**src/rtl/equation_tracker.sv**
```systemverilog
// Equation tracker: collects NUMBER, OPERATOR, NUMBER from on-screen hits and evaluates the equation.
// It also tracks lives lost to water, using a per-frame cooldown, and latches game-over.
module equation_tracker #(
    parameter int unsigned NUMBERS         = 3,
    parameter int unsigned LIVES           = 3,
    parameter int unsigned COOLDOWN_FRAMES = 30
) (
    input  logic                   clk,
    input  logic                   resetN,
    input  logic                   startOfFrame,
    input  logic [NUMBERS-1:0]     SingleHitPulse,
    input  logic [4*NUMBERS-1:0]   numberValues,
    input  logic [1:0]             operandHit,
    input  logic                   waterCollision,
    input  logic [7:0]             targetValue,
    output logic [7:0]             score,
    output logic [1:0]             lives,
    output logic [7:0]             result,
    output logic [1:0]             phase,
    output logic                   equationDone,
    output logic                   success,
    output logic                   respawnNumbers,
    output logic                   gameOver
);

    typedef enum logic [1:0] {
        S_NUM1 = 2'd0,
        S_OP   = 2'd1,
        S_NUM2 = 2'd2,
        S_EVAL = 2'd3
    } state_t;

    localparam logic [1:0] LIVES_INIT    = LIVES[1:0];
    localparam logic [5:0] COOLDOWN_INIT = COOLDOWN_FRAMES[5:0];

    state_t      state_q, state_d;
    logic [3:0]  a_q, a_d;
    logic [3:0]  b_q, b_d;
    logic        op_q, op_d;          // 0 = plus, 1 = minus
    logic [7:0]  result_q, result_d;
    logic [7:0]  score_q, score_d;
    logic [1:0]  lives_q, lives_d;
    logic [5:0]  cool_q, cool_d;
    logic        lost_q, lost_d;
    logic        over_q, over_d;

    logic        num_hit;
    logic [3:0]  pick_val;
    logic        water_accept;
    logic        eval_active;
    logic        eval_success;
    logic [7:0]  sum_ext;
    logic [7:0]  diff_ext;

    // Scan from the top down so the lowest set index overwrites the others.
    always_comb begin
        pick_val = 4'd0;
        for (int i = NUMBERS - 1; i >= 0; i--) begin
            if (SingleHitPulse[i]) begin
                pick_val = numberValues[4*i +: 4];
            end
        end
    end

    assign num_hit      = |SingleHitPulse;
    assign water_accept = waterCollision && (cool_q == 6'd0) && !lost_q && !over_q;
    assign eval_active  = (state_q == S_EVAL) && !water_accept && !over_q;
    assign eval_success = eval_active && (result_q == targetValue);

    // Both operands are zero-extended, so 8-bit subtraction yields the signed difference.
    assign sum_ext  = {4'd0, a_q} + {4'd0, pick_val};
    assign diff_ext = {4'd0, a_q} - {4'd0, pick_val};

    // State register
    always_ff @(posedge clk or negedge resetN) begin
        if (!resetN) begin
            state_q  <= S_NUM1;
            a_q      <= 4'd0;
            b_q      <= 4'd0;
            op_q     <= 1'b0;
            result_q <= 8'd0;
            score_q  <= 8'd0;
            lives_q  <= LIVES_INIT;
            cool_q   <= 6'd0;
            lost_q   <= 1'b0;
            over_q   <= 1'b0;
        end else begin
            state_q  <= state_d;
            a_q      <= a_d;
            b_q      <= b_d;
            op_q     <= op_d;
            result_q <= result_d;
            score_q  <= score_d;
            lives_q  <= lives_d;
            cool_q   <= cool_d;
            lost_q   <= lost_d;
            over_q   <= over_d;
        end
    end

    // Next-state logic: water acceptance overrides any equation progress.
    always_comb begin
        state_d  = state_q;
        a_d      = a_q;
        b_d      = b_q;
        op_d     = op_q;
        result_d = result_q;
        if (over_q) begin
            state_d = state_q;
        end else if (water_accept) begin
            state_d = S_NUM1;
            a_d     = 4'd0;
            op_d    = 1'b0;
        end else begin
            case (state_q)
                S_NUM1: begin
                    if (num_hit) begin
                        a_d     = pick_val;
                        state_d = S_OP;
                    end
                end
                S_OP: begin
                    if (|operandHit) begin
                        op_d    = !operandHit[0];
                        state_d = S_NUM2;
                    end
                end
                S_NUM2: begin
                    if (num_hit) begin
                        b_d      = pick_val;
                        result_d = op_q ? diff_ext : sum_ext;
                        state_d  = S_EVAL;
                    end
                end
                S_EVAL: begin
                    state_d = S_NUM1;
                end
                default: begin
                    state_d = S_NUM1;
                end
            endcase
        end
    end

    // Score, lives, cooldown and game-over bookkeeping.
    always_comb begin
        score_d = score_q;
        lives_d = lives_q;
        cool_d  = cool_q;
        lost_d  = lost_q;
        over_d  = over_q;
        if (!over_q) begin
            if (eval_success && (score_q != 8'hFF)) begin
                score_d = score_q + 8'd1;
            end
            if (water_accept) begin
                if (lives_q != 2'd0) begin
                    lives_d = lives_q - 2'd1;
                end
                if (lives_q <= 2'd1) begin
                    over_d = 1'b1;
                end
                lost_d = 1'b1;
                cool_d = COOLDOWN_INIT;
            end else if (startOfFrame) begin
                lost_d = 1'b0;
                if (cool_q != 6'd0) begin
                    cool_d = cool_q - 6'd1;
                end
            end
        end
    end

    // Output logic
    always_comb begin
        phase          = state_q;
        equationDone   = eval_active;
        success        = eval_success;
        respawnNumbers = eval_active || water_accept;
        gameOver       = over_q;
        score          = score_q;
        lives          = lives_q;
        result         = result_q;
    end

endmodule

```
**config.mk**
```make
export PLATFORM = sky130hd
export DESIGN_NAME = equation_tracker
export DESIGN_NICKNAME = d
export VERILOG_FILES = /design/src/rtl/equation_tracker.sv
export SDC_FILE = /design/constraint.sdc
export NUM_CORES = 1
export LEC_CHECK = 0
export BUFFER_PORTS_ARGS = -buffer_cell sky130_fd_sc_hd__buf_4
export CORE_UTILIZATION = 45
export DETAILED_ROUTE_END_ITERATION = 10
export PLACE_DENSITY = 0.82
export SETUP_SLACK_MARGIN = 0.05
export SLEW_MARGIN = 20
export SYNTH_ARGS = -nofsm -noshare
export SYNTH_HDL_FRONTEND = slang
export SYNTH_SLANG_ARGS = --single-unit
```
**constraint.sdc**
```tcl
create_clock -name clk -period 2.2 [get_ports clk]
set_input_delay 0.44 -clock clk [delete_from_list [all_inputs] [get_ports clk]]
set_output_delay 0.44 -clock clk [all_outputs]
set_load 0.005 [all_outputs]
```
==> flow_metrics.tcl <==
set metrics [dict create \
    outcome "finished, final reports clean" \
    clock.fmax_mhz 475.8 \
    diodes 0 \
    cts_max_level 2 \
    synth_top_area_cell "dfrtp_1" \
    fillCellCount 362 \
    crit_fanout 2 \
    wirelength_um 4515 \
    yosysMostFrequentCell "dfrtp_1" \
    leakagePower_nw 1.411 \
    rows 24 \
    cts_num_sinks 31 \
    yosysWarnings 0 \
    p_switching_mw 1.033 \
    rsz0062_at_grt "true" \
    critPathRequiredTime_ns 1.76 \
    root_buffer "clkbuf_8" \
    synth.avg_cell_area_um2 9.900 \
    placedCellCount 320 \
    grt_pass1_wl_um 7659 \
    start_kind "flop" \
    drt_first_pass_iters 4 \
    slew_viol_final 0 \
    finalSetupViolCount 0 \
    relSlewSlack_pct 73.24 \
    cts-buffers-inserted 5 \
    synth_flop_cell "dfrtp_1" \
    period_minus_slack_ns 2.102 \
    fin_cells 332 \
    synth_area_um2 2039 \
    preCtsSetupSlack_ns -0.2383 \
    routedWlPerCell_um 13.60 \
    cts_buffer_depth 2 \
    hpwlAfterDp_um 3445 \
    r2r-end "cool_q[4]$_DFFE_PN0P_" \
    hold_violations 0 \
    area_growth_pct 35.09 \
    peakVddDrop_mv 0.3827 \
    fin_ws_ns 0.09840 \
    clock_power_share_pct 17.7 \
    first_global_vias 1728 \
    start_util_pct 46.84 \
    intPower_mw 1.743 \
    drv_cap 0 \
    ys_types 46 \
    hold_buffers 0 \
    power.share.switching_pct 37.21 \
    io_pins 53 \
    synth-seq-cells 31 \
    worst_slew_pin_slew_ns 0.4014 \
    drive_gt1_share_pct 37.14 \
    viasPerCell 5.208 \
    gp_routability_congestion 0.8138 \
    critPathArrivalTime_ns 1.66 \
    drtIter0Drc 56 \
    dieWidth_um 69.32 \
    holdCritPathClass "in2async" \
    synth_top_area_share_pct 35.58 \
    pwr-share-seq_pct 35.1 \
    die_y_um 69.32 \
    final_nets 329 \
    drc 0 \
    synth_edf_count 0 \
    io_buffers 52 \
    reg2reg_depth 8 \
    cts_tree "built" \
    comb_power_share_pct 47.1 \
    grt_max_degree 32 \
    synth-async-reset-ratio_pct 100.0 \
    rrSetupSlack_ns 0.18 \
    synth_commonest_cells "dfrtp_1, ha_1, nand2_1" \
    power_density_nw_per_um2 1007 \
    seq_area_frac_synth_pct 38.16 \
    yosys-top-cells-area "dfrtp_1, ha_1, xor2_1" \
    grt_antenna_before_repair 0 \
    grt_overflow 0 \
    rr_startpoint "cool_q[0]$_DFFE_PN0P_" \
    path_class "reg2out" \
    die_area_um2 4805 \
    vias 1729 \
    period_share_pct 95.53 \
    endpoint_kind "output port" \
    clkTransAtPathRegs_ns 0.07 \
    clock_latency_ns 0.28 \
    ant_nets 0 \
    synthesis.nets 256 \
    grtUsageTotal_pct 20.16 \
    core_um2 4354 \
    netlist_instances 206 \
    skew_ns 0.005736 \
]
==> layer usage <==
layer  part of all wire [%]  track usage (%)  vias to the layer above
li1                       -                -                      864
met1                     43            24.29                      816
met2                     52            34.74                       43
met3                    3.2            4.360                        6
met4                    1.7            8.390                        0
met5                      0                0                        -
==> power groups by stage <==
stage | clock network [mW] | logic, mW | registers [mW]
detailed placement | 0 | 1.25 | 0.978
CTS | 0.500 | 1.28 | 0.968
global placement | 0 | 1.20 | 0.971
finish | 0.492 | 1.31 | 0.975
floorplan | 0 | 0.791 | 0.933
global route | 0.526 | 1.47 | 1.01
==> cell type report <==
class | instances | area, um2 | share of cell area, %
Multi-Input combinational cell | 153 | 1207 | 43.82
Sequential cell | 31 | 778.2 | 28.25
Timing Repair Buffer | 73 | 548.0 | 19.89
Clock buffer | 8 | 100.1 | 3.633
Tap cell | 52 | 65.06 | 2.361
Inverter | 15 | 56.30 | 2.044
==> worst max-delay path, stage by stage (launching register included) <==
cell	delay, ns
dfrtp_1	0.39
or4_4	0.43
a211oi_4	0.24
and3_4	0.22
buf_4	0.10
==> flip-flops by register name, indices dropped and copies added, names as in the netlist, 2 cells and up <==
signal  cells
score       8
cool_q      6
result      6
a_q         4
lives       2
phase       2
==> worst max path at each step <==
stage                                 end                  start  cells after the start  slack (ns)
floorplan           result[6]$_DFFE_PN0P_      SingleHitPulse[2]                      9        0.08
global placement    result[6]$_DFFE_PN0P_      SingleHitPulse[1]                     11       -0.11
detailed placement  result[6]$_DFFE_PN0P_      SingleHitPulse[1]                     11       -0.24
CTS                 result[6]$_DFFE_PN0P_      SingleHitPulse[1]                     11        0.06
global route        result[4]$_DFFE_PN0P_      SingleHitPulse[2]                     11        0.03
finish                            success  result[6]$_DFFE_PN0P_                      4         0.1
==> per-stage QoR <==
stage / total power, mW / utilization (%) / hold WS (ns) / TNS [ns] / area [um2]
after floorplan: 1.724 / - / 0.1444 / 0 / 2039
after global placement: 2.170 / 59.34 / 0.3918 / -0.2073 / 2584
after detailed placement: 2.231 / 59.34 / 0.3988 / -0.5237 / 2584
after CTS: 2.750 / 62.47 / 0.09671 / 0 / 2720
after global routing: 3.001 / 63.28 / 0.1070 / 0 / 2755
final: 2.776 / 63.28 / 0.08699 / 0 / 2755
==> placed cells by master (no fill, tap or decap), types with 3 or more instances in the layout <==
| cell type | synthesis | routed |
|---|---|---|
| dfrtp_1 | 29 | 29 |
| a31oi_1 | 5 | 5 |
| a21o_1 | 3 | 3 |
| mux2i_1 | 6 | 6 |
| nand4_1 | 3 | 3 |
| ha_1 | 19 | 18 |
| a21oi_1 | 10 | 8 |
| a22oi_1 | 3 | 3 |
| o21ai_0 | 10 | 8 |
| xor2_1 | 11 | 11 |
| nor3_1 | 5 | 5 |
| a22o_1 | 5 | 5 |
| and3_1 | 3 | 3 |
| nand2_1 | 18 | 18 |
| inv_1 | 15 | 13 |
| xnor2_1 | 5 | 5 |
| clkbuf_8 | 0 | 7 |
| nand2b_1 | 4 | 4 |
| nor2_1 | 13 | 13 |
| buf_4 | 3 | 73 |
==> repair_timing <==
item                       CTS  global route
setup endpoints to repair    2             5
resized for setup            4             7
gates cloned                 0             0
buffers inserted             3             1
pin swaps                    2             6
==> cells by family (layout without fill, tap and decap cells) <==
family | count (synthesis) | count (layout) | synth area share (%)
compound gates | 46 | 46 | 14.97
mux | 8 | 8 | 4.233
buf+inv | 22 | 96 | 4.662
fa+ha+maj | 21 | 21 | 13.62
simple gates | 62 | 62 | 17.49
flops | 31 | 31 | 38.16
xor+xnor | 16 | 16 | 6.871
(Power assumes the default switching activity.)
